[src/rtl/tdm_demux_4ch_pkg.sv]
// -----------------------------------------------------------------------------
// tdm_demux_4ch_pkg
// Shared slot and state encodings for the 4-slot TDM link. A future TDM
// transmitter imports the same package so both ends agree on slot order and
// state values.
//   SLOT_A..SLOT_D : 2-bit slot numbers in wire order a, b, c, d
//   state_e        : receiver framing state (HUNT / LOCKED)
//   slot_onehot()  : slot number -> 4-bit channel write-enable
// -----------------------------------------------------------------------------
package tdm_demux_4ch_pkg;

    localparam int NUM_SLOTS = 4;

    localparam logic [1:0] SLOT_A = 2'b00;
    localparam logic [1:0] SLOT_B = 2'b01;
    localparam logic [1:0] SLOT_C = 2'b10;
    localparam logic [1:0] SLOT_D = 2'b11;

    typedef enum logic {
        ST_HUNT   = 1'b0,
        ST_LOCKED = 1'b1
    } state_e;

    // Channel write-enable for a slot: bit n enables channel n (a=0 .. d=3).
    function automatic logic [NUM_SLOTS-1:0] slot_onehot(input logic [1:0] slot);
        return 4'b0001 << slot;
    endfunction

endpackage

[src/rtl/tdm_slot_ctr.sv]
// -----------------------------------------------------------------------------
// tdm_slot_ctr
// 2-bit slot counter tracking which TDM slot the next valid word belongs to.
// Priority: load (sync, go to slot b) > clear (go to slot a) > increment.
// Ports:
//   clk     : system clock, rising edge
//   rst_n   : synchronous active-low reset, counter -> SLOT_A
//   load_i  : a slot-a word was just accepted; next expected slot is b
//   clr_i   : force back to slot a (loss of lock)
//   inc_i   : advance one slot, wrapping d -> a
//   slot_o  : current expected slot {s1,s0}
// -----------------------------------------------------------------------------
module tdm_slot_ctr
    import tdm_demux_4ch_pkg::*;
(
    input  logic       clk,
    input  logic       rst_n,
    input  logic       load_i,
    input  logic       clr_i,
    input  logic       inc_i,
    output logic [1:0] slot_o
);

    logic [1:0] slot_q;
    logic [1:0] slot_d;

    always_comb begin
        slot_d = slot_q;
        if (load_i) begin
            slot_d = SLOT_B;
        end else if (clr_i) begin
            slot_d = SLOT_A;
        end else if (inc_i) begin
            slot_d = slot_q + 2'd1;   // natural 2-bit wrap d -> a
        end
    end

    always_ff @(posedge clk) begin
        if (!rst_n) begin
            slot_q <= SLOT_A;
        end else begin
            slot_q <= slot_d;
        end
    end

    assign slot_o = slot_q;

endmodule

[src/rtl/tdm_demux_4ch.sv]
// -----------------------------------------------------------------------------
// tdm_demux_4ch
// Receive side of the 4:1 TDM link. Words arrive in slot order a, b, c, d with
// frame_sync marking slot a. Each accepted word is registered onto its channel
// output one clock after the din_valid cycle, with a matching one-cycle strobe.
// Framing errors (early sync, missing sync) pulse sync_err.
// Ports:
//   clk, rst_n               : clock, synchronous active-low reset
//   din, din_valid           : TDM word and its qualifier (gaps allowed)
//   frame_sync               : din is slot a (only meaningful with din_valid)
//   a, b, c, d               : registered channel data, held until rewritten
//   a_vld .. d_vld           : one-cycle update strobes
//   s1, s0                   : slot expected for the next valid word
//   locked                   : receiver is in the LOCKED state
//   frame_done               : complete a..d frame received (with d_vld)
//   sync_err                 : one-cycle framing violation pulse
// -----------------------------------------------------------------------------
module tdm_demux_4ch
    import tdm_demux_4ch_pkg::*;
#(
    parameter int WIDTH = 4
) (
    input  logic             clk,
    input  logic             rst_n,
    input  logic [WIDTH-1:0] din,
    input  logic             din_valid,
    input  logic             frame_sync,
    output logic [WIDTH-1:0] a,
    output logic [WIDTH-1:0] b,
    output logic [WIDTH-1:0] c,
    output logic [WIDTH-1:0] d,
    output logic             a_vld,
    output logic             b_vld,
    output logic             c_vld,
    output logic             d_vld,
    output logic             s1,
    output logic             s0,
    output logic             locked,
    output logic             frame_done,
    output logic             sync_err
);

    state_e                 state_q, state_d;
    logic [1:0]             slot;
    logic                   ctr_load, ctr_clr, ctr_inc;
    logic [NUM_SLOTS-1:0]   wr_en_d;
    logic [NUM_SLOTS-1:0]   vld_q;
    logic                   frame_done_d, frame_done_q;
    logic                   sync_err_d, sync_err_q;
    logic [WIDTH-1:0]       ch_q [NUM_SLOTS];

    tdm_slot_ctr u_slot_ctr (
        .clk    (clk),
        .rst_n  (rst_n),
        .load_i (ctr_load),
        .clr_i  (ctr_clr),
        .inc_i  (ctr_inc),
        .slot_o (slot)
    );

    // Framing FSM plus channel write decode. Nothing happens without din_valid.
    always_comb begin
        state_d      = state_q;
        wr_en_d      = '0;
        ctr_load     = 1'b0;
        ctr_clr      = 1'b0;
        ctr_inc      = 1'b0;
        frame_done_d = 1'b0;
        sync_err_d   = 1'b0;

        if (din_valid) begin
            unique case (state_q)
                ST_HUNT: begin
                    // Words without sync are dropped silently while hunting.
                    if (frame_sync) begin
                        wr_en_d  = slot_onehot(SLOT_A);
                        ctr_load = 1'b1;
                        state_d  = ST_LOCKED;
                    end
                end

                ST_LOCKED: begin
                    if (frame_sync) begin
                        // Sync always (re)starts a frame at slot a; it is an
                        // error only if it cut the previous frame short.
                        wr_en_d    = slot_onehot(SLOT_A);
                        ctr_load   = 1'b1;
                        sync_err_d = (slot != SLOT_A);
                    end else if (slot == SLOT_A) begin
                        // Slot a without its marker: lock is lost, word dropped.
                        sync_err_d = 1'b1;
                        ctr_clr    = 1'b1;
                        state_d    = ST_HUNT;
                    end else begin
                        wr_en_d = slot_onehot(slot);
                        ctr_inc = 1'b1;
                        // Reaching d by increment implies a, b, c were written
                        // since the last sync with no error in between.
                        frame_done_d = (slot == SLOT_D);
                    end
                end

                default: state_d = ST_HUNT;
            endcase
        end
    end

    always_ff @(posedge clk) begin
        if (!rst_n) begin
            state_q      <= ST_HUNT;
            vld_q        <= '0;
            frame_done_q <= 1'b0;
            sync_err_q   <= 1'b0;
            for (int i = 0; i < NUM_SLOTS; i++) begin
                ch_q[i] <= '0;
            end
        end else begin
            state_q      <= state_d;
            vld_q        <= wr_en_d;
            frame_done_q <= frame_done_d;
            sync_err_q   <= sync_err_d;
            for (int i = 0; i < NUM_SLOTS; i++) begin
                if (wr_en_d[i]) begin
                    ch_q[i] <= din;
                end
            end
        end
    end

    assign a          = ch_q[0];
    assign b          = ch_q[1];
    assign c          = ch_q[2];
    assign d          = ch_q[3];
    assign a_vld      = vld_q[0];
    assign b_vld      = vld_q[1];
    assign c_vld      = vld_q[2];
    assign d_vld      = vld_q[3];
    assign s1         = slot[1];
    assign s0         = slot[0];
    assign locked     = (state_q == ST_LOCKED);
    assign frame_done = frame_done_q;
    assign sync_err   = sync_err_q;

endmodule
[config.mk]
export PLATFORM = sky130hd
export DESIGN_NAME = tdm_demux_4ch
export DESIGN_NICKNAME = d
export VERILOG_FILES = /design/src/rtl/tdm_demux_4ch_pkg.sv /design/src/rtl/tdm_slot_ctr.sv /design/src/rtl/tdm_demux_4ch.sv
export SDC_FILE = /design/constraint.sdc
export NUM_CORES = 1
export LEC_CHECK = 0
export BUFFER_PORTS_ARGS = -buffer_cell sky130_fd_sc_hd__buf_2
export CORE_ASPECT_RATIO = 0.8
export CORE_MARGIN = 1
export CORE_UTILIZATION = 53
export DETAILED_ROUTE_END_ITERATION = 8
export PLACE_DENSITY = 0.82
export SLEW_MARGIN = 20
export SYNTH_ARGS = -nofsm -noshare
export SYNTH_HDL_FRONTEND = slang
export SYNTH_SLANG_ARGS = --single-unit
[constraint.sdc]
create_clock -name clk -period 3.5 [get_ports clk]
set_input_delay 0.35 -clock clk [delete_from_list [all_inputs] [get_ports clk]]
set_output_delay 0.35 -clock clk [all_outputs]
set_load 0.02 [all_outputs]
==> results.json, run 1 <==
{
  "status": "completed",
  "setup_tns_ns": 0,
  "post-route-period-util_pct": 47.3,
  "antenna_found_initial": 0,
  "hold_path_depth": 2,
  "avgSynthCellArea_sq_um": 12.0,
  "required_ns": 3.45,
  "final_area_sq_um": 1270,
  "synth_edf_count": 16,
  "async_flop_share_pct": 0,
  "synth_sequential_area_ratio_pct": 61.0,
  "die_area_sq_um": 2230,
  "fin_nets": 138,
  "yosysTopAreaCell": "edfxtp_1",
  "clock_skew_ns": 0.00610,
  "hold_class": "in2reg",
  "instances_no_fill": 146,
  "timing.hold.ws_ns": 0.384,
  "ir_drop_mv": 0.245,
  "power.density_nw_per_um2": 406,
  "initial_core_util_pct": 56.7,
  "worstPathMaxFanout": 6,
  "core_sq_um": 1910,
  "drt_wl_total_mm": 1.95,
  "dp_hpwl_mm": 1.51,
  "arrival_ns": 1.61,
  "startpoint_type": "flip-flop",
  "hp-start": "din_valid",
  "clock-root-buffer": "clkbuf_4",
  "wire_per_inst_microns": 13.3,
  "rr_endpoint": "ch_q[2][1]",
  "place.port_buffers": 32,
  "track_usage_pct": 18.9,
  "dpl_cell_area_sq_um": 1240,
  "gp_congestion": 0.800,
  "setup_viol": 0,
  "num_rows": 14,
  "areaGrowthSynthToFinish_pct": 17.1,
  "tightest_slew_ns": 0.593,
  "synth_common_cells": "edfxtp_1, nor3_1, inv_1",
  "hold_viol": 0,
  "p_leak_nw": 0.567,
  "ys_types": 24,
  "cts_tree": "done",
  "drc": 0,
  "ant_nets": 0,
  "grt_max_degree": 18,
  "postCtsHoldBufs": 0,
  "reg2reg_from": "u_slot_ctr.slot_o[1]",
  "startpoint": "u_slot_ctr.slot_o[1]",
  "syn-num-nets": 105,
  "numCtsBuffers": 3,
  "routed_via_density": 5.16,
  "clock_latency_ns": 0.30,
  "rrSetupSlack_ns": 1.84,
  "die_w_microns": 52.5,
  "fmax_ghz": 0.604,
  "drtIter0Drc": 23,
  "htreeDepth": 1,
  "grt_pass1_wl_mm": 3.07,
  "ios": 33,
  "cts_sinks": 25,
  "endpoint_kind": "flip-flop",
  "min_to": "u_slot_ctr.slot_o[1]",
  "synth_area_leaders": "edfxtp_1, dfxtp_1, ha_1",
  "synth_top_flop_cell": "edfxtp_1",
  "final_max_slew_viol_count": 0,
  "crit_type": "reg2reg",
  "grt_pass1_vias": 699,
  "synth-seq-cells": 25,
  "synth_area_sq_um": 1080,
  "max_cap_viol_count": 0,
  "netlist_instances": 90,
  "dieHeight_microns": 42.4,
  "clockBufferDepth": 2,
  "rsz0062_at_grt": "false",
  "drive_above_1_share_pct": 32.8,
  "slew_headroom_pct": 60.0,
  "clkTransAtPathRegs_ns": 0.12,
  "drt_first_pass_iters": 4,
  "reg2regPathDepth": 3,
  "power.total_mw": 0.514,
  "synth_top_area_share_pct": 44.4,
  "postCtsSetupBuffers": 0,
  "dp.cells": 142,
  "cts_resized": 0,
  "overflow": 0,
  "vias": 753,
  "n_antenna_cell": 0,
  "yosys_warnings": 0,
  "fin_crit_ns": 1.66
}
## cell usage in the layout, fill, tap and decap left out, drive strengths merged
cell type | netlist | final
buf | 4 | 32
nor3 | 16 | 16
edfxtp | 16 | 16
inv | 10 | 10
dfxtp | 9 | 9
ha | 7 | 7
nor2 | 5 | 5
nand2 | 4 | 4
nand2b | 3 | 3
o21ai | 3 | 3
clkbuf | 0 | 3
and3 | 2 | 2
nand3 | 1 | 1
a21oi | 1 | 1
a311oi | 1 | 1
a21o | 1 | 1
a31oi | 1 | 1
and4b | 1 | 1
a2111oi | 1 | 1
o211ai | 1 | 1
and2 | 1 | 1
nor3b | 1 | 1
a221o | 1 | 1
clkinv | 0 | 1
## metal layers
layer / wire, microns / vias to the layer above / GRT usage, %
met2: 978 / 27 / 30.9
met4: 0 / 0 / 6.32
li1: - / 381 / -
met5: 0 / - / 0
met3: 95 / 0 / 3.26
met1: 875 / 345 / 25.4
## cells by family (layout without fill, tap and decap cells)
| family | after synthesis | after routing | share of synthesized area [%] |
|---|---|---|---|
| DFF | 25 | 25 | 61.0 |
| buffers and inverters | 14 | 46 | 6.47 |
| AOI/OAI and AO/OA | 10 | 10 | 6.94 |
| adders and majority gates | 7 | 7 | 8.09 |
| and+or+nand+nor | 34 | 34 | 17.5 |
## worst max path at each step
stage                                       to  slack [ns]  cells past startpoint
after floorplan           u_slot_ctr.slot_o[1]        1.87                      5
after global placement    u_slot_ctr.slot_o[1]        1.93                      5
after detailed placement            ch_q[2][0]        1.86                      3
after CTS                           ch_q[2][1]        1.82                      3
after global routing      u_slot_ctr.slot_o[1]        1.71                      6
final                               ch_q[2][1]        1.84                      3
## final cells by class
class | instances | area (sq um)
clock buffers | 3 | 22.5
fillers | 170 | 642
multi-input cells | 51 | 352
inverters | 10 | 37.5
well taps | 24 | 30.0
repair buffers | 32 | 160
flip-flops and latches | 25 | 661
clock inverters | 1 | 5.00
## registers in the layout, summed over array words and instances (netlist names)
signal             count
locked                 1
frame_done             1
vld_q                  4
ch_q                  16
sync_err               1
u_slot_ctr.slot_o      2
## through the flow
step,utilization [%],worst slack (ns)
5_1_grt,66.4,1.71
6_report,66.4,1.84
4_1_cts,66.4,1.82
3_3_place_gp,64.9,1.93
3_5_place_dp,64.9,1.86
2_1_floorplan,-,1.87
## worst max-delay path: stages, from the launching register on
cell	delay, ns
dfxtp_1	0.46
ha_1	0.19
nand2b_1	0.14
o21ai_0	0.52
## where the power goes
group          switching, mW  internal, mW  total [mW]  leakage (nW)
combinational         0.0428        0.0197      0.0625         0.311
clock                 0.0790        0.0426       0.122        0.0177
sequential           0.00624         0.324       0.330         0.238
total                  0.128         0.386       0.514         0.567
No activity file was read; power rests on OpenSTA's default activity.
==> inputs of run 2 (changes only) <==
--- a/config.mk
+++ b/config.mk
@@ -5,12 +5,13 @@
 export SDC_FILE = /design/constraint.sdc
 export NUM_CORES = 1
 export LEC_CHECK = 0
+export ABC_AREA = 1
 export BUFFER_PORTS_ARGS = -buffer_cell sky130_fd_sc_hd__buf_2
 export CORE_ASPECT_RATIO = 0.8
 export CORE_MARGIN = 1
-export CORE_UTILIZATION = 53
+export CORE_UTILIZATION = 48
 export DETAILED_ROUTE_END_ITERATION = 8
-export PLACE_DENSITY = 0.82
+export PLACE_DENSITY = 0.76
 export SLEW_MARGIN = 20
 export SYNTH_ARGS = -nofsm -noshare
 export SYNTH_HDL_FRONTEND = slang
==> constraint.sdc (replaced) <==
create_clock -name clk -period 1.7 [get_ports clk]
set_input_delay 0.17 -clock clk [delete_from_list [all_inputs] [get_ports clk]]
set_output_delay 0.17 -clock clk [all_outputs]
set_load 0.02 [all_outputs]
==> results.json, run 2 <==
{
  "grt_pass1_wl_mm": 2.87,
  "postCtsHoldBufs": 0,
  "hold_class": "in2reg",
  "vias": 734,
  "largest_register_ffs": 16,
  "multi_input_area_sq_um": 292,
  "arrival_ns": 1.71,
  "clock-root-buffer": "clkbuf_4",
  "dp.cells": 148,
  "synth_area_sq_um": 1020,
  "met2_length_microns": 914,
  "n_antenna_cell": 0,
  "dpl_cell_area_sq_um": 1190,
  "dp_hpwl_mm": 1.46,
  "rsz0062_at_grt": "false",
  "synth_top_area_share_pct": 47.1,
  "place.port_buffers": 32,
  "antenna_found_initial": 0,
  "final_area_sq_um": 1220,
  "overflow": 0,
  "initial_core_util_pct": 52.4,
  "crit_path_frequent_cell": "nand2_1",
  "fillCellCount": 180,
  "netlist_instances": 94,
  "drt_first_pass_iters": 4,
  "power.total_mw": 1.05,
  "synth_edf_count": 16,
  "drtIter0Drc": 18,
  "layout_commonest_cell": "buf_2",
  "gp_congestion": 0.791,
  "areaGrowthSynthToFinish_pct": 19.8,
  "clock_latency_ns": 0.32,
  "register_area_sq_um": 661,
  "setup_tns_ns": 0,
  "num_rows": 14,
  "syn-num-nets": 109,
  "ios": 33,
  "synth_area_leaders": "edfxtp_1, dfxtp_1, ha_1",
  "top_register": "ch_q",
  "postCtsSetupBuffers": 0,
  "wl_met1_microns": 760,
  "ant_nets": 0,
  "async_flop_share_pct": 0,
  "htreeDepth": 1,
  "cts_sinks": 25,
  "top_layer": "met4",
  "drive_above_1_share_pct": 28.1,
  "clock_skew_ns": 0.00621,
  "cpMaxStageDelayCell": "dfxtp_1",
  "slew_headroom_pct": 84.9,
  "clockBufferDepth": 2,
  "avgSynthCellArea_sq_um": 10.8,
  "grt_pass1_vias": 647,
  "cts_resized": 0,
  "instances_no_fill": 152,
  "final_cell_mix": "buf_2, nor2_1, edfxtp_1",
  "ys_types": 12,
  "numCtsBuffers": 3,
  "track_usage_pct": 18.7,
  "power.density_nw_per_um2": 859,
  "status": "completed",
  "crit_chain": "inv_1 > ha_1 > inv_1 > ha_1 > nand3_1 > nand2_1 > nand2_1 > nand2_1 > nand2_1",
  "setup_viol": 0,
  "hold_viol": 0,
  "dieHeight_microns": 43.2,
  "die_area_sq_um": 2310,
  "core_sq_um": 1940,
  "fin_crit_ns": 1.50,
  "p_leak_nw": 0.633,
  "cts_tree": "done",
  "final_max_slew_viol_count": 0,
  "tightest_slew_ns": 0.227,
  "clkTransAtPathRegs_ns": 0.12,
  "fin_nets": 144,
  "required_ns": 1.91,
  "drt_wl_total_mm": 1.82,
  "routed_via_density": 4.83,
  "worstPathMaxFanout": 6,
  "dp_slack_ns": 0.231,
  "startpoint_type": "flip-flop",
  "worst_slack_ns": 0.201,
  "drc": 0,
  "yosys_warnings": 0,
  "yosysTopAreaCell": "edfxtp_1",
  "grt_max_degree": 14,
  "synth.most_common_cell": "nor2_1",
  "wire_per_inst_microns": 12.0,
  "die_w_microns": 53.5,
  "final_util_pct": 62.8,
  "max_stage_delay_ns": 0.44,
  "max_cap_viol_count": 0,
  "post-route-period-util_pct": 88.2,
  "met3WireLength_microns": 123,
  "endpoint_kind": "flip-flop",
  "synth-seq-cells": 25,
  "fmax_ghz": 0.667,
  "synth_top_flop_cell": "edfxtp_1",
  "crit_type": "reg2reg",
  "synth_sequential_area_ratio_pct": 64.8,
  "timing.hold.ws_ns": 0.183,
  "synth_common_cells": "nor2_1, edfxtp_1, nand2_1",
  "ir_drop_mv": 0.671
}
## run 2: cell families after synthesis
kind of cell               count (synthesis)  synth area share [%]
AOI/OAI and AO/OA                          2                 0.982
DFF                                       25                  64.8
buffers and inverters                     16                  6.63
adders and majority gates                  7                  8.59
and+or+nand+nor                           44                  19.0
## run 2: path summary, 6_finish.rpt
kind	end	start	cells past startpoint	slack [ns]
worst max-delay path	u_slot_ctr.slot_o[0]	u_slot_ctr.slot_o[1]	9	0.20
worst min-delay path	u_slot_ctr.slot_o[1]	din_valid	3	0.18
worst max register to register	u_slot_ctr.slot_o[0]	u_slot_ctr.slot_o[1]	9	0.20
worst min register to register	u_slot_ctr.slot_o[1]	u_slot_ctr.slot_o[1]	2	0.55
## run 2: layout make-up
| class | count | share of cell area [%] |
|---|---|---|
| repair buffers | 32 | 13.1 |
| multi-input cells | 53 | 23.9 |
| flip-flops and latches | 25 | 54.1 |
| clock buffers | 4 | 2.15 |
| well taps | 24 | 2.46 |
| inverters | 14 | 4.30 |
## run 2: layer usage
layer / GRT usage [%] / vias up
li1: - / 370
met1: 22.0 / 335
met2: 30.0 / 23
met3: 7.17 / 6
met4: 7.89 / 0
met5: 0 / -
## run 2: critical path, delay by kind of cell (launching register included)
family	cells	cell delay, ns
and+or+nand+nor	5	0.37
adders and majority gates	2	0.42
DFF	1	0.44
buffers and inverters	2	0.16
## run 2: power breakdown
group | internal (mW) | switching, mW | leakage (nW)
clock network | 0.0918 | 0.163 | 0.0150
logic | 0.0357 | 0.0814 | 0.380
registers | 0.667 | 0.0105 | 0.238
